File: src/rtl/logic_unit_pipe.sv
// logic_unit_pipe: WIDTH-bit bitwise logic unit with an accumulator operand,
// behind a two-stage valid/ready pipeline that also produces zero/negative flags.
module logic_unit_pipe #(
    parameter int unsigned      WIDTH     = 16,
    parameter logic [WIDTH-1:0] ACC_RESET = '0
) (
    input  logic             clk,
    input  logic             rst_n,
    input  logic             in_valid,
    output logic             in_ready,
    input  logic [WIDTH-1:0] a,
    input  logic [WIDTH-1:0] b,
    input  logic [2:0]       op,
    input  logic             acc_sel,
    input  logic             acc_clr,
    output logic             out_valid,
    input  logic             out_ready,
    output logic [WIDTH-1:0] out,
    output logic             zr,
    output logic             ng
);

    localparam logic [2:0] OP_AND  = 3'd0;
    localparam logic [2:0] OP_OR   = 3'd1;
    localparam logic [2:0] OP_XOR  = 3'd2;
    localparam logic [2:0] OP_NAND = 3'd3;
    localparam logic [2:0] OP_NOR  = 3'd4;
    localparam logic [2:0] OP_XNOR = 3'd5;
    localparam logic [2:0] OP_NOTA = 3'd6;
    localparam logic [2:0] OP_PASB = 3'd7;

    function automatic logic [WIDTH-1:0] bitwise_op(
        input logic [2:0]       sel,
        input logic [WIDTH-1:0] x,
        input logic [WIDTH-1:0] y
    );
        logic [WIDTH-1:0] r;
        case (sel)
            OP_AND:  r = x & y;
            OP_OR:   r = x | y;
            OP_XOR:  r = x ^ y;
            OP_NAND: r = ~(x & y);
            OP_NOR:  r = ~(x | y);
            OP_XNOR: r = ~(x ^ y);
            OP_NOTA: r = ~x;
            OP_PASB: r = y;
            default: r = '0;
        endcase
        return r;
    endfunction

    function automatic logic is_zero(input logic [WIDTH-1:0] x);
        return (x == '0);
    endfunction

    logic             s1_valid_r;
    logic [WIDTH-1:0] s1_a_r;
    logic [WIDTH-1:0] s1_b_r;
    logic [2:0]       s1_op_r;
    logic             s1_acc_sel_r;
    logic             s2_valid_r;
    logic [WIDTH-1:0] out_r;
    logic             zr_r;
    logic             ng_r;
    logic [WIDTH-1:0] acc_r;

    logic             in_accept_s;
    logic             s1_move_s;
    logic             in_ready_s;
    logic             out_accept_s;
    logic [WIDTH-1:0] a_eff_s;
    logic [WIDTH-1:0] result_s;
    logic             s1_valid_nx_s;
    logic             s2_valid_nx_s;
    logic [WIDTH-1:0] acc_nx_s;

    assign s1_move_s    = s1_valid_r & (~s2_valid_r | out_ready);
    assign in_ready_s   = ~s1_valid_r | s1_move_s;
    assign in_accept_s  = in_valid & in_ready_s;
    assign out_accept_s = s2_valid_r & out_ready;

    assign in_ready  = in_ready_s;
    assign out_valid = s2_valid_r;
    assign out       = out_r;
    assign zr        = zr_r;
    assign ng        = ng_r;

    // Operand select and result datapath for the op sitting in S1.
    always_comb begin
        a_eff_s  = '0;
        result_s = '0;
        if (s1_acc_sel_r) begin
            a_eff_s = acc_r;
        end else begin
            a_eff_s = s1_a_r;
        end
        result_s = bitwise_op(s1_op_r, a_eff_s, s1_b_r);
    end

    // Next-state for stage occupancy and the accumulator.
    always_comb begin
        s1_valid_nx_s = s1_valid_r;
        s2_valid_nx_s = s2_valid_r;
        acc_nx_s      = acc_r;
        if (in_accept_s) begin
            s1_valid_nx_s = 1'b1;
        end else if (s1_move_s) begin
            s1_valid_nx_s = 1'b0;
        end else begin
            s1_valid_nx_s = s1_valid_r;
        end
        // A refill from S1 keeps S2 occupied even when the consumer drains it.
        if (s1_move_s) begin
            s2_valid_nx_s = 1'b1;
        end else if (out_accept_s) begin
            s2_valid_nx_s = 1'b0;
        end else begin
            s2_valid_nx_s = s2_valid_r;
        end
        // Clear has priority over the result write-back.
        if (acc_clr) begin
            acc_nx_s = ACC_RESET;
        end else if (s1_move_s) begin
            acc_nx_s = result_s;
        end else begin
            acc_nx_s = acc_r;
        end
    end

    // Pipeline control state and accumulator register.
    always_ff @(posedge clk or negedge rst_n) begin
        if (!rst_n) begin
            s1_valid_r <= 1'b0;
            s2_valid_r <= 1'b0;
            acc_r      <= ACC_RESET;
        end else begin
            s1_valid_r <= s1_valid_nx_s;
            s2_valid_r <= s2_valid_nx_s;
            acc_r      <= acc_nx_s;
        end
    end

    // S1 operand capture on accepted transfers.
    always_ff @(posedge clk or negedge rst_n) begin
        if (!rst_n) begin
            s1_a_r       <= '0;
            s1_b_r       <= '0;
            s1_op_r      <= 3'd0;
            s1_acc_sel_r <= 1'b0;
        end else if (in_accept_s) begin
            s1_a_r       <= a;
            s1_b_r       <= b;
            s1_op_r      <= op;
            s1_acc_sel_r <= acc_sel;
        end else begin
            s1_a_r       <= s1_a_r;
            s1_b_r       <= s1_b_r;
            s1_op_r      <= s1_op_r;
            s1_acc_sel_r <= s1_acc_sel_r;
        end
    end

    // S2 result and flag registers; they hold while stalled or empty.
    always_ff @(posedge clk or negedge rst_n) begin
        if (!rst_n) begin
            out_r <= '0;
            zr_r  <= 1'b0;
            ng_r  <= 1'b0;
        end else if (s1_move_s) begin
            out_r <= result_s;
            zr_r  <= is_zero(result_s);
            ng_r  <= result_s[WIDTH-1];
        end else begin
            out_r <= out_r;
            zr_r  <= zr_r;
            ng_r  <= ng_r;
        end
    end

endmodule
File: config.mk
export PLATFORM = sky130hd
export DESIGN_NAME = logic_unit_pipe
export DESIGN_NICKNAME = d
export VERILOG_FILES = /design/src/rtl/logic_unit_pipe.sv
export SDC_FILE = /design/constraint.sdc
export NUM_CORES = 1
export LEC_CHECK = 0
export ABC_CLOCK_PERIOD_IN_PS = 6250
export CORE_MARGIN = 2
export CORE_UTILIZATION = 51
export DETAILED_ROUTE_END_ITERATION = 10
export PLACE_DENSITY = 0.84
export SLEW_MARGIN = 25
export SYNTH_ARGS = -nofsm -noshare
export SYNTH_HDL_FRONTEND = slang
export SYNTH_SLANG_ARGS = --single-unit
File: constraint.sdc
create_clock -name clk -period 6.25 [get_ports clk]
set_input_delay 1.25 -clock clk [delete_from_list [all_inputs] [get_ports clk]]
set_output_delay 1.25 -clock clk [all_outputs]
set_load 0.005 [all_outputs]
==> impl_metrics.json <==
{
  "outcome": "finished clean",
  "leakage_uw": 0.00244,
  "drive_gt1_share_pct": 14.5,
  "worstPathMaxFanout": 3,
  "r2r.worst_path.cells": 9,
  "reg2reg_from": "s1_acc_sel_r",
  "antenna_left": 0,
  "swShare_pct": 33.7,
  "ys_seq_area_share_pct": 40.4,
  "wl_per_cell_um": 17.0,
  "hold_viol_final": 0,
  "ctsRootBufferMaster": "clkbuf_8",
  "netlist_area_mm2": 0.00440,
  "holdPathStages": 2,
  "crit_path_end_kind": "primary output",
  "finalMaxSlewViolations": 0,
  "die_w_um": 96.9,
  "setup_violations": 0,
  "synth_compound_area_share_pct": 14.9,
  "vdd_drop_max_v": 0.000219,
  "final_common_cell": "dfrtp_1",
  "rsz0062_at_grt": "no",
  "die-area_mm2": 0.00938,
  "path_common_cell": "clkdlybuf4s50_1",
  "synth_top_family_by_area": "multiplexers",
  "synth_mux_area_share_pct": 15.4,
  "drc": 0,
  "internal-power_uw": 1130,
  "synth-seq-cells": 71,
  "ctsHoldBuffers": 0,
  "yosysTopAreaCell": "dfrtp_1",
  "synthAdderAreaFrac_pct": 9.11,
  "fmax_mhz": 275,
  "clk_latency_ps": 360,
  "p_switching_uw": 576,
  "ys_types": 50,
  "crit_slowest_cell": "clkdlybuf4s50_1",
  "vias": 3610,
  "r2r_end": "zr",
  "min_to": "out[10]",
  "yosys_warnings": 0,
  "cts_buffers": 9,
  "htreeDepth": 3,
  "portBuffers": 60,
  "rows": 33,
  "num-nets-final": 580,
  "async_flop_share_pct": 100,
  "power.density_mw_per_mm2": 326,
  "cts_sinks": 71,
  "grt_use_total_pct": 23.0,
  "nFillCells": 671,
  "worst_pin_slew_ps": 947,
  "finalCritPeriodShare_pct": 58.2,
  "firstDrtPassIters": 7,
  "grt_overflow": 0,
  "grt_max_degree": 72,
  "path_cells": "clkdlybuf4s50_1, nand3b_1, clkdlybuf4s50_1",
  "required_ps": 5000,
  "fin_crit_ps": 3640,
  "antenna_found_initial": 0,
  "critical-path-max-stage-delay_ps": 520,
  "skew_ps": 8.49,
  "p_total_uw": 1710,
  "most-common-layout-cells": "dfrtp_1, clkdlybuf4s50_1, nor2_1, nand2_1, mux2_2",
  "io_pins": 61,
  "syn_inst": 460,
  "cts_tree": "built",
  "finalWirelength_um": 10500,
  "grt_pass1_wl_um": 17400,
  "drt_iter0_markers": 242,
  "cts_setup_buffers": 0,
  "synth_area_leaders": "dfrtp_1, mux2_2, ha_1, a21oi_1, nor2_1",
  "cts_resized": 0,
  "critPathKind": "in2out",
  "finalSetupTns_ps": 0,
  "synth-simple-area-share_pct": 13.3,
  "synth_edf_count": 0,
  "place.gp.congestion": 0.829,
  "multi_input_area_mm2": 0.00232,
  "seq_power_share_pct": 37.0,
  "cap_violations": 0,
  "worstHoldStart": "out[10]",
  "area_growth_syn_to_layout_pct": 19.2,
  "cts.clk_slew.worst_paths_ps": 80,
  "num_antenna_cells": 0,
  "die_y_um": 96.9,
  "synth_ff_type": "dfrtp_1",
  "pwr-share-comb_pct": 36.4,
  "syn-num-nets": 533,
  "slew_headroom_pct": 36.9,
  "arrival_ps": 2390,
  "core_mm2": 0.00830,
  "dp_hpwl_um": 7330,
  "register_area_mm2": 0.00178,
  "worstHoldPathType": "reg2reg",
  "vias_per_cell": 5.86,
  "worst_setup_path_start_kind": "primary input",
  "syn_area_per_cell_um2": 9.56,
  "synth_top_area_share_pct": 40.4,
  "clk_path_buf_depth": 2,
  "start_util_pct": 53.0,
  "reg2reg_setup_slack_ps": 3170,
  "clkPwrFrac_pct": 26.7,
  "first_global_vias": 3625,
  "synth_xor_area_share_pct": 0
}
==> cell families after synthesis <==
group | after synthesis
simple gates | 128
flops | 71
buf+inv | 67
mux | 60
fa+ha+maj | 32
compound gates | 102
==> synth_stat cells (4+ instances only) <==
library cell	instances
a21o_1	4
a21oi_1	37
mux2_2	42
buf_2	8
inv_1	37
ha_1	32
o21ai_0	15
o22ai_1	9
buf_4	5
nor2b_1	4
clkbuf_1	11
dfrtp_1	71
nor2_1	47
mux2i_1	16
nand2_1	45
nand2b_1	12
a22oi_1	5
a211oi_1	5
==> critical path: cells and delay by family <==
family | cells | cell delay [ps]
buffers and inverters | 2 | 990
and+or+nand+nor | 1 | 150
==> routing by layer <==
metal  part of all wire, %  vias to the layer above  wire length (µm)  global-route usage [%]
li1                      -                     1682                 -                       -
met1                    42                     1775              4420                    27.7
met2                    50                      127              5220                    39.5
met3                   5.3                       26               551                    4.99
met4                   2.9                        0               300                    10.4
met5                     0                        -                 0                       0
==> sequential cells by signal (all words and copies together), names as in the netlist <==
signal        flops
acc_r            16
out              16
s1_a_r           16
s1_b_r           16
s1_op_r           3
out_valid         1
s1_acc_sel_r      1
s1_valid_r        1
zr                1
==> power groups by stage <==
stage,registers [µW],clock network (µW),logic [µW]
2_1_floorplan,603,0,425
3_3_place_gp,633,0,586
3_5_place_dp,638,0,614
4_1_cts,629,461,621
5_1_grt,642,480,687
6_report,631,455,622
==> layout make-up <==
type | count | share of cell area [%]
clock buffer | 10 | 2.63
clock inverter | 5 | 2.03
inverter | 39 | 2.79
multi-input combinational | 322 | 44.2
sequential | 71 | 33.9
tap | 105 | 2.51
timing repair buffer | 64 | 11.9
==> how the worst max path moves through the flow <==
stage               from  endpoint  slack, ps  depth (start not counted)
6_report       out_ready  in_ready       2610                          3
5_1_grt        out_ready  in_ready       2550                          3
4_1_cts        out_ready  in_ready       2610                          3
3_5_place_dp   out_ready  in_ready       2610                          3
3_3_place_gp   out_ready  in_ready       2630                          3
2_1_floorplan  out_ready  in_ready       3570                          1
==> stage by stage <==
| step | instance area, µm² | std cells | utilization [%] | setup slack (ps) | hold WS, ps |
|---|---|---|---|---|---|
| 5_1_grt | 5240 | 616 | 63.2 | 2550 | 502 |
| 2_1_floorplan | 4400 | 460 | - | 3570 | 470 |
| 3_3_place_gp | 5000 | 601 | 60.2 | 2630 | 467 |
| 4_1_cts | 5240 | 616 | 63.2 | 2610 | 493 |
| 6_report | 5240 | 616 | 63.2 | 2610 | 484 |
| 3_5_place_dp | 5000 | 601 | 60.2 | 2610 | 473 |
(Power assumes the default switching activity.)
